**src/rtl/mac_seq_pkg.sv**
```systemverilog
// Shared types and constants for the capsule-layer MAC sequencer.
package mac_seq_pkg;

  typedef enum logic [2:0] {
    ST_IDLE,
    ST_CLEAR,
    ST_ACCUM,
    ST_BIAS,
    ST_CAPTURE,
    ST_DONE
  } state_t;

  localparam logic [1:0] MODE_ACC    = 2'b00;
  localparam logic [1:0] MODE_LDMUL  = 2'b01;
  localparam logic [1:0] MODE_AFFINE = 2'b10;
  localparam logic [1:0] MODE_ADD    = 2'b11;

  localparam int unsigned LEN_8    = 8;
  localparam int unsigned LEN_16   = 16;
  localparam int unsigned LEN_1152 = 1152;

  // Reserved code 11 falls back to the shortest job.
  function automatic int unsigned len_decode(input logic [1:0] sel);
    case (sel)
      2'b01:   return LEN_16;
      2'b10:   return LEN_1152;
      default: return LEN_8;
    endcase
  endfunction

endpackage

```
**src/rtl/mac_seq_counter.sv**
```systemverilog
// Element counter with synchronous clear/enable and fixed-length compares.
module mac_seq_counter
  import mac_seq_pkg::*;
#(
  parameter int unsigned CNT_W = 11
) (
  input  logic             clk,
  input  logic             rst,
  input  logic             clr,
  input  logic             en,
  output logic [CNT_W-1:0] count,
  output logic             eq8,
  output logic             eq16,
  output logic             eq1152
);

  always_ff @(posedge clk or posedge rst) begin
    if (rst)      count <= '0;
    else if (clr) count <= '0;
    else if (en)  count <= count + CNT_W'(1);
  end

  assign eq8    = (count == CNT_W'(LEN_8));
  assign eq16   = (count == CNT_W'(LEN_16));
  assign eq1152 = (count == CNT_W'(LEN_1152));

endmodule

```
**src/rtl/mac_sequencer.sv**
```systemverilog
// Control FSM sequencing clear, dot-product accumulate, optional bias and
// result capture for one MAC instance.
module mac_sequencer
  import mac_seq_pkg::*;
#(
  parameter int unsigned CNT_W = 11
) (
  input  logic             clk,
  input  logic             rst,
  input  logic             start,
  input  logic [1:0]       len_sel,
  input  logic             bias_en,
  input  logic [1:0]       const_sel,
  input  logic             in_valid,
  output logic             in_ready,
  output logic             in1_gate,
  output logic [1:0]       out_mode,
  output logic [1:0]       sel_mux4,
  output logic             sel1,
  output logic             ld_reg,
  output logic             en_cnt,
  output logic [CNT_W-1:0] count,
  output logic             eq8,
  output logic             eq16,
  output logic             eq1152,
  output logic             busy,
  output logic             done
);

  state_t           state, state_nxt;
  logic [1:0]       cfg_len;
  logic [1:0]       cfg_cs;
  logic [CNT_W-1:0] last_idx;
  logic             last_word;

  always_ff @(posedge clk or posedge rst) begin
    if (rst) state <= ST_IDLE;
    else     state <= state_nxt;
  end

  always_ff @(posedge clk or posedge rst) begin
    if (rst) begin
      cfg_len <= '0;
      cfg_cs  <= '0;
    end else if (state == ST_IDLE && start) begin
      cfg_len <= len_sel;
      cfg_cs  <= const_sel;
    end
  end

  assign last_idx  = CNT_W'(len_decode(cfg_len) - 1);
  assign last_word = (count == last_idx);

  always_comb begin
    state_nxt = state;
    case (state)
      ST_IDLE:    if (start) state_nxt = ST_CLEAR;
      ST_CLEAR:   state_nxt = ST_ACCUM;
      ST_ACCUM:   if (in_valid && last_word) state_nxt = bias_en ? ST_BIAS : ST_CAPTURE;
      ST_BIAS:    if (in_valid) state_nxt = ST_CAPTURE;
      ST_CAPTURE: state_nxt = ST_DONE;
      ST_DONE:    state_nxt = ST_IDLE;
      default:    state_nxt = ST_IDLE;
    endcase
  end

  always_comb begin
    out_mode = MODE_ACC;
    in_ready = 1'b0;
    sel1     = 1'b0;
    ld_reg   = 1'b0;
    done     = 1'b0;
    busy     = (state != ST_IDLE);
    case (state)
      ST_CLEAR:   out_mode = MODE_LDMUL;
      ST_ACCUM:   in_ready = 1'b1;
      ST_BIAS: begin
        out_mode = MODE_ADD;
        in_ready = 1'b1;
      end
      ST_CAPTURE: begin
        sel1   = 1'b1;
        ld_reg = 1'b1;
      end
      ST_DONE:    done = 1'b1;
      default:    ;
    endcase
  end

  // Gating in1 on stalls keeps the accumulator frozen without a mode change.
  assign in1_gate = in_ready & in_valid;
  assign en_cnt   = (state == ST_ACCUM) & in_valid;
  assign sel_mux4 = cfg_cs;

  mac_seq_counter #(.CNT_W(CNT_W)) u_counter (
    .clk    (clk),
    .rst    (rst),
    .clr    (state == ST_CLEAR),
    .en     (en_cnt),
    .count  (count),
    .eq8    (eq8),
    .eq16   (eq16),
    .eq1152 (eq1152)
  );

endmodule
```
**config.mk**
```make
export PLATFORM = sky130hd
export DESIGN_NAME = mac_sequencer
export DESIGN_NICKNAME = d
export VERILOG_FILES = /design/src/rtl/mac_seq_pkg.sv /design/src/rtl/mac_seq_counter.sv /design/src/rtl/mac_sequencer.sv
export SDC_FILE = /design/constraint.sdc
export NUM_CORES = 1
export LEC_CHECK = 0
export ABC_AREA = 0
export CAP_MARGIN = 30
export CORE_ASPECT_RATIO = 0.6
export CORE_MARGIN = 8
export CORE_UTILIZATION = 27
export DETAILED_ROUTE_END_ITERATION = 12
export GPL_ROUTABILITY_DRIVEN = 0
export HOLD_SLACK_MARGIN = 0.06
export MAX_ROUTING_LAYER = met4
export PLACE_DENSITY = 0.54
export RECOVER_POWER = 50
export SETUP_SLACK_MARGIN = 0.05
export SYNTH_ARGS = -nofsm -noshare
export SYNTH_HDL_FRONTEND = slang
export SYNTH_HIERARCHICAL = 1
export SYNTH_SLANG_ARGS = --single-unit
```
**constraint.sdc**
```tcl
create_clock -name clk -period 4.3 [get_ports clk]
set_input_delay 1.075 -clock clk [delete_from_list [all_inputs] [get_ports clk]]
set_output_delay 1.075 -clock clk [all_outputs]
set_load 0.01 [all_outputs]
```
==> results.json, run 1 <==
{
  "min_path_type": "flip-flop to flip-flop",
  "p_leak_uw": 0.000650,
  "synth_top_flop_cell": "dfrtp_1",
  "switchingPower_uw": 394,
  "cp_data_arrival_time_ns": 2.54,
  "clockBufferDepth": 2,
  "die_w_um": 100,
  "drc": 0,
  "synth_top_area_share_pct": 39.0,
  "fmax_mhz": 277,
  "ys_types": 43,
  "root_buffer": "clkbuf_8",
  "io_pins": 34,
  "fin_skew_ns": 0.00319,
  "dieArea_mm2": 0.00669,
  "cp-end-kind": "output port",
  "final_hold_viol_count": 0,
  "post_dp_cell_area_mm2": 0.00154,
  "netlist_area_mm2": 0.00115,
  "tritoncts": "done",
  "clkPwrFrac_pct": 14.7,
  "clk_latency_ns": 0.25,
  "htree_num_levels": 1,
  "n_fill_cell": 431,
  "wl_per_cell_um": 14.1,
  "ys_ff_latch": 18,
  "syn_avg_cell_area_um2": 9.31,
  "path_class": "input pin to output port",
  "track_usage_pct": 9.92,
  "p_total_uw": 951,
  "hold_buffers": 0,
  "grt_pass1_vias": 991,
  "cts_sinks": 18,
  "grt_pass1_wl_um": 5080,
  "instances_no_fill": 218,
  "setup_viol": 0,
  "numCtsBuffers": 3,
  "fin_setup_tns_ns": 0,
  "diodes": 0,
  "seq_area_frac_synth_pct": 39.0,
  "cap_violations": 0,
  "synthArstFlopShare_pct": 100,
  "rows": 18,
  "drive_gt1_share_pct": 8.23,
  "status": "finished, final reports clean",
  "synth-edff-count": 0,
  "cts_setup_buffers": 0,
  "dp.cells": 214,
  "io_buffers": 33,
  "path_max_fanout": 5,
  "netlist_top_cells_area": "dfrtp_1 39%, ha_1 4.3%, inv_1 3.6%",
  "syn2layout_area_growth_pct": 36.2,
  "cp.required_ns": 3.22,
  "layout_min_cycle_time_ns": 3.61,
  "fin_nets": 172,
  "grt_overflow_total": 0,
  "coreArea_mm2": 0.00410,
  "tightest_slew_ns": 0.462,
  "drtIter0Drc": 56,
  "yosys_warnings": 6,
  "p_sw_share_pct": 41.4,
  "post-route-util_pct": 38.4,
  "max_slew_margin_pct": 69.1,
  "synth_top_area_cell": "dfrtp_1",
  "via_per_inst": 4.63,
  "power.density_mw_per_mm2": 605,
  "peakVddDrop_mv": 0.255,
  "maxSlewViolCount": 0,
  "antenna_left": 0,
  "postSynthCellCount": 124,
  "fin_crit_sh_pct": 84.0,
  "fp.dieH_um": 66.7,
  "seqPwrFrac_pct": 35.7,
  "start_util_pct": 28.2,
  "grt_antenna_before_repair": 0,
  "drtPass1Iterations": 4,
  "place_hpwl_um": 2390,
  "routed_wl_um": 3070,
  "grt_max_degree": 15,
  "rsz0062_at_grt": "false",
  "vias": 1009,
  "clkTransAtPathRegs_ns": 0.07,
  "cts-resized-gates": 0,
  "syn_nets": 137,
  "p_int_uw": 557,
  "cp-start-kind": "input pin",
  "pwr-share-comb_pct": 49.6,
  "fin_area_mm2": 0.00157
}
-- synth_stat cells, types with 2 or more instances --
cell and n:
or4_1 2, xnor2_1 3, nand2_1 7, inv_1 11, nor2_1 11, o31ai_1 2
o21ai_0 8, nand4_1 2, mux2_1 2, nor3_1 4, or3_1 3, a21oi_1 6
xor2_1 3, and2_1 2, ha_1 4, nor4_1 3, and3_1 2, nor2b_1 5
dfrtp_1 18, o21a_1 2, buf_4 2
-- power groups by stage --
stage               sequential, uW  clock, uW  combinational (uW)
floorplan                      323          0                 294
global placement               340          0                 481
detailed placement             344          0                 490
CTS                            340        144                 493
global route                   356        154                 518
finish                         340        140                 472
-- area by class of cell --
type / instances / area (um^2) / share of cell area [%]
multi-input combinational: 90 / 609 / 38.7
sequential: 18 / 450 / 28.6
timing repair buffer: 35 / 342 / 21.7
tap: 60 / 75.1 / 4.77
clock buffer: 4 / 55.1 / 3.50
inverter: 11 / 41.3 / 2.63
-- registers in the layout (all words and copies together) (netlist names) --
signal,cells
state,3
cfg_len,2
sel_mux4,2
u_counter/count,11
-- routing by layer --
| metal | vias up | track usage, % | wire (um) |
|---|---|---|---|
| li1 | 504 | - | - |
| met1 | 473 | 13.0 | 1520 |
| met2 | 32 | 13.9 | 1310 |
| met3 | 0 | 4.37 | 240 |
| met4 | 0 | 1.31 | 0 |
| met5 | - | - | 0 |
-- stage by stage --
step           setup WS [ns]  hold WS [ns]
4_1_cts                0.767         0.495
3_3_place_gp           0.786         0.465
3_5_place_dp           0.780         0.478
6_report               0.687         0.485
5_1_grt                0.595         0.515
2_1_floorplan           1.60         0.529
-- kinds of logic (layout without fill, tap and decap cells) --
logic type      Yosys count  count (layout)  share of synthesized area (%)
compound gates           24              24                           14.7
xor+xnor                  6               6                           4.55
fa+ha+maj                 4               4                           4.33
buf+inv                  16              50                           6.61
flops                    18              18                           39.0
mux                       4               4                           3.79
simple gates             52              52                           27.0
-- worst max-delay path, stage by stage --
cell and delay, ns:
dlygate4sd3_1 0.55, nand2_1 0.12, nor3_1 0.21, clkdlybuf4s50_1 0.58
-- cells in the final DEF (no fill, tap or decap), drive strengths merged, types with 3 or more instances in the layout --
master	instances
a21oi	6
clkbuf	5
clkdlybuf4s50	27
dfrtp	18
dlygate4sd3	6
ha	4
inv	11
mux2	3
nand2	8
nand4	3
nor2	13
nor2b	5
nor3	4
nor4	3
o21ai	8
o31ai	3
or3	5
xnor2	3
xor2	3
-- path summary, 6_finish.rpt --
| path | from | end | slack (ns) | depth (start not counted) |
|---|---|---|---|---|
| worst min-delay path | sel_mux4[1] | sel_mux4[1] | 0.49 | 1 |
| min in group asynchronous | rst | sel_mux4[1] | 1.22 | 2 |
| worst max-delay path | in_valid | en_cnt | 0.69 | 4 |
| worst max register to register | state[1] | u_counter/count[10] | 1.94 | 6 |
| max in group asynchronous | rst | u_counter/count[3] | 2.69 | 2 |
| worst min register to register | sel_mux4[1] | sel_mux4[1] | 0.49 | 1 |
Power figures use the tool's default switching activity.
==> run 2: changes to the inputs <==
clock period = 3.67 ns   (was 4.3 ns; I/O delays follow)
==> run 2 against run 1 <==
Register-to-register slack got worse by 0.63 ns. Core utilization decreased by 0.34 points. Clock skew increased by 0.0055 ns. Clock-buffer cell count decreased by 1. Clock power about the same. Critical endpoint unchanged. Global-route usage about the same. Via count increased by 0.50%.
==> results.json, run 2 (synthesis gave the netlist of run 1 again) <==
{
  "diodes": 0,
  "cp_cell_sequence": "dlygate4sd3_1 -> nand2_1 -> nor3_1 -> clkdlybuf4s50_1",
  "switchingPower_uw": 456,
  "cpPeakStageDelay_ns": 0.58,
  "drtPass1Iterations": 4,
  "place_hpwl_um": 2370,
  "drive_gt1_share_pct": 7.64,
  "syn2layout_area_growth_pct": 35.0,
  "cts_sinks": 18,
  "setup_viol": 0,
  "grt_antenna_before_repair": 0,
  "final_hold_viol_count": 0,
  "dieArea_mm2": 0.00669,
  "die_w_um": 100,
  "grt_pass1_vias": 998,
  "fin_crit_sh_pct": 90.0,
  "r2r-end": "u_counter/count[10]",
  "grt_pass1_wl_um": 5150,
  "cp_data_arrival_time_ns": 2.38,
  "regMostFlops": "u_counter/count",
  "start_util_pct": 28.2,
  "layout_common_cells": "28 x clkdlybuf4s50_1, 18 x dfrtp_1, 12 x nor2_1, 11 x inv_1",
  "track_usage_pct": 9.94,
  "whs_path_depth": 1,
  "grt_max_degree": 15,
  "fin_setup_tns_ns": 0,
  "drtIter0Drc": 48,
  "min_path_type": "flip-flop to flip-flop",
  "grt_overflow_total": 0,
  "fin_nets": 172,
  "drc": 0,
  "p_total_uw": 1080,
  "crit_family": "buffers and inverters",
  "hp-start": "sel_mux4[1]",
  "max_slew_margin_pct": 68.0,
  "r2r-start": "state[1]",
  "power.density_mw_per_mm2": 696,
  "cp.required_ns": 2.75,
  "rr_worst_depth": 6,
  "clkPwrFrac_pct": 12.7,
  "crit_buf_inv": 2,
  "clkTransAtPathRegs_ns": 0.06,
  "p_sw_share_pct": 42.0,
  "vias": 1014,
  "post-route-util_pct": 38.0,
  "cts-resized-gates": 0,
  "cp-start-kind": "input pin",
  "layout_min_cycle_time_ns": 3.30,
  "min_to": "sel_mux4[1]",
  "layout_commonest_cell": "clkdlybuf4s50_1",
  "pwr-share-comb_pct": 50.5,
  "routed_wl_um": 3090,
  "seqPwrFrac_pct": 36.8,
  "io_buffers": 33,
  "cp_slowest_cell": "clkdlybuf4s50_1",
  "fp.dieH_um": 66.7,
  "fmax_mhz": 303,
  "coreArea_mm2": 0.00410,
  "fin_skew_ns": 0.00870,
  "peakVddDrop_mv": 0.263,
  "cts_setup_buffers": 0,
  "p_int_uw": 629,
  "numCtsBuffers": 3,
  "htree_num_levels": 1,
  "tritoncts": "done",
  "cap_violations": 0,
  "via_per_inst": 4.67,
  "cp-end-kind": "output port",
  "reg_top3": "u_counter/count (11), state (3)",
  "status": "finished, final reports clean",
  "root_buffer": "clkbuf_8",
  "p_leak_uw": 0.000642,
  "antenna_left": 0,
  "io_pins": 34,
  "largest_reg_flops": 11,
  "clockBufferDepth": 2,
  "clk_latency_ns": 0.25,
  "tightest_slew_ns": 0.480,
  "maxSlewViolCount": 0,
  "hold_buffers": 0,
  "path_max_fanout": 5,
  "path_class": "input pin to output port",
  "wl_per_cell_um": 14.2,
  "rsz0062_at_grt": "false",
  "r2r_setup_slack_ns": 1.31,
  "rows": 18
}
## run 2: changes by cell type in the layout (fill, tap and decap cells not counted), sizes merged
cell and delta:
clkbuf -1, clkdlybuf4s50 +1, dlygate4sd3 -1
## run 2: stage by stage
stage          worst slack, ns  instances  cell area [um^2]  hold WS, ns
4_1_cts                  0.401        217              1580        0.496
2_1_floorplan             1.13        124              1150        0.529
3_5_place_dp             0.445        214              1540        0.481
6_report                 0.369        217              1560        0.485
3_3_place_gp             0.470        214              1540        0.465
5_1_grt                  0.242        217              1560        0.503
## run 2: final cells by class
type | count | area, um^2
fillers | 424 | 2540
multi-input cells | 90 | 609
flip-flops and latches | 18 | 450
repair buffers | 35 | 342
well taps | 60 | 75.1
clock buffers | 3 | 41.3
inverters | 11 | 41.3
## run 2: how the worst max path moves through the flow
stage | from | end | slack, ns | cells past startpoint
3_5_place_dp | in_valid | en_cnt | 0.45 | 4
3_3_place_gp | in_valid | en_cnt | 0.47 | 4
6_report | in_valid | en_cnt | 0.37 | 4
5_1_grt | u_counter/count[0] | eq8 | 0.24 | 5
4_1_cts | u_counter/count[0] | eq8 | 0.40 | 5
2_1_floorplan | u_counter/count[0] | eq8 | 1.13 | 4
## run 2: per-layer routing
layer	wire [um]	track usage (%)	part of all wire, %	vias up
li1	-	-	-	504
met1	1660	14.1	54	478
met2	1250	13.4	40	30
met3	177	3.22	5.7	2
met4	7	1.50	0.23	0
met5	0	-	0	-
## run 2: power groups by stage
stage / sequential [uW] / combinational (uW) / clock, uW
3_3_place_gp: 399 / 564 / 0
6_report: 399 / 548 / 137
5_1_grt: 415 / 612 / 149
4_1_cts: 398 / 577 / 144
3_5_place_dp: 402 / 574 / 0
2_1_floorplan: 379 / 344 / 0
==> run 3: changes to the inputs <==
CTS_CLUSTER_SIZE = 24   (was default)
==> results of run 3 <==
Final layout, timing and power as in run 2 (identical DEF).
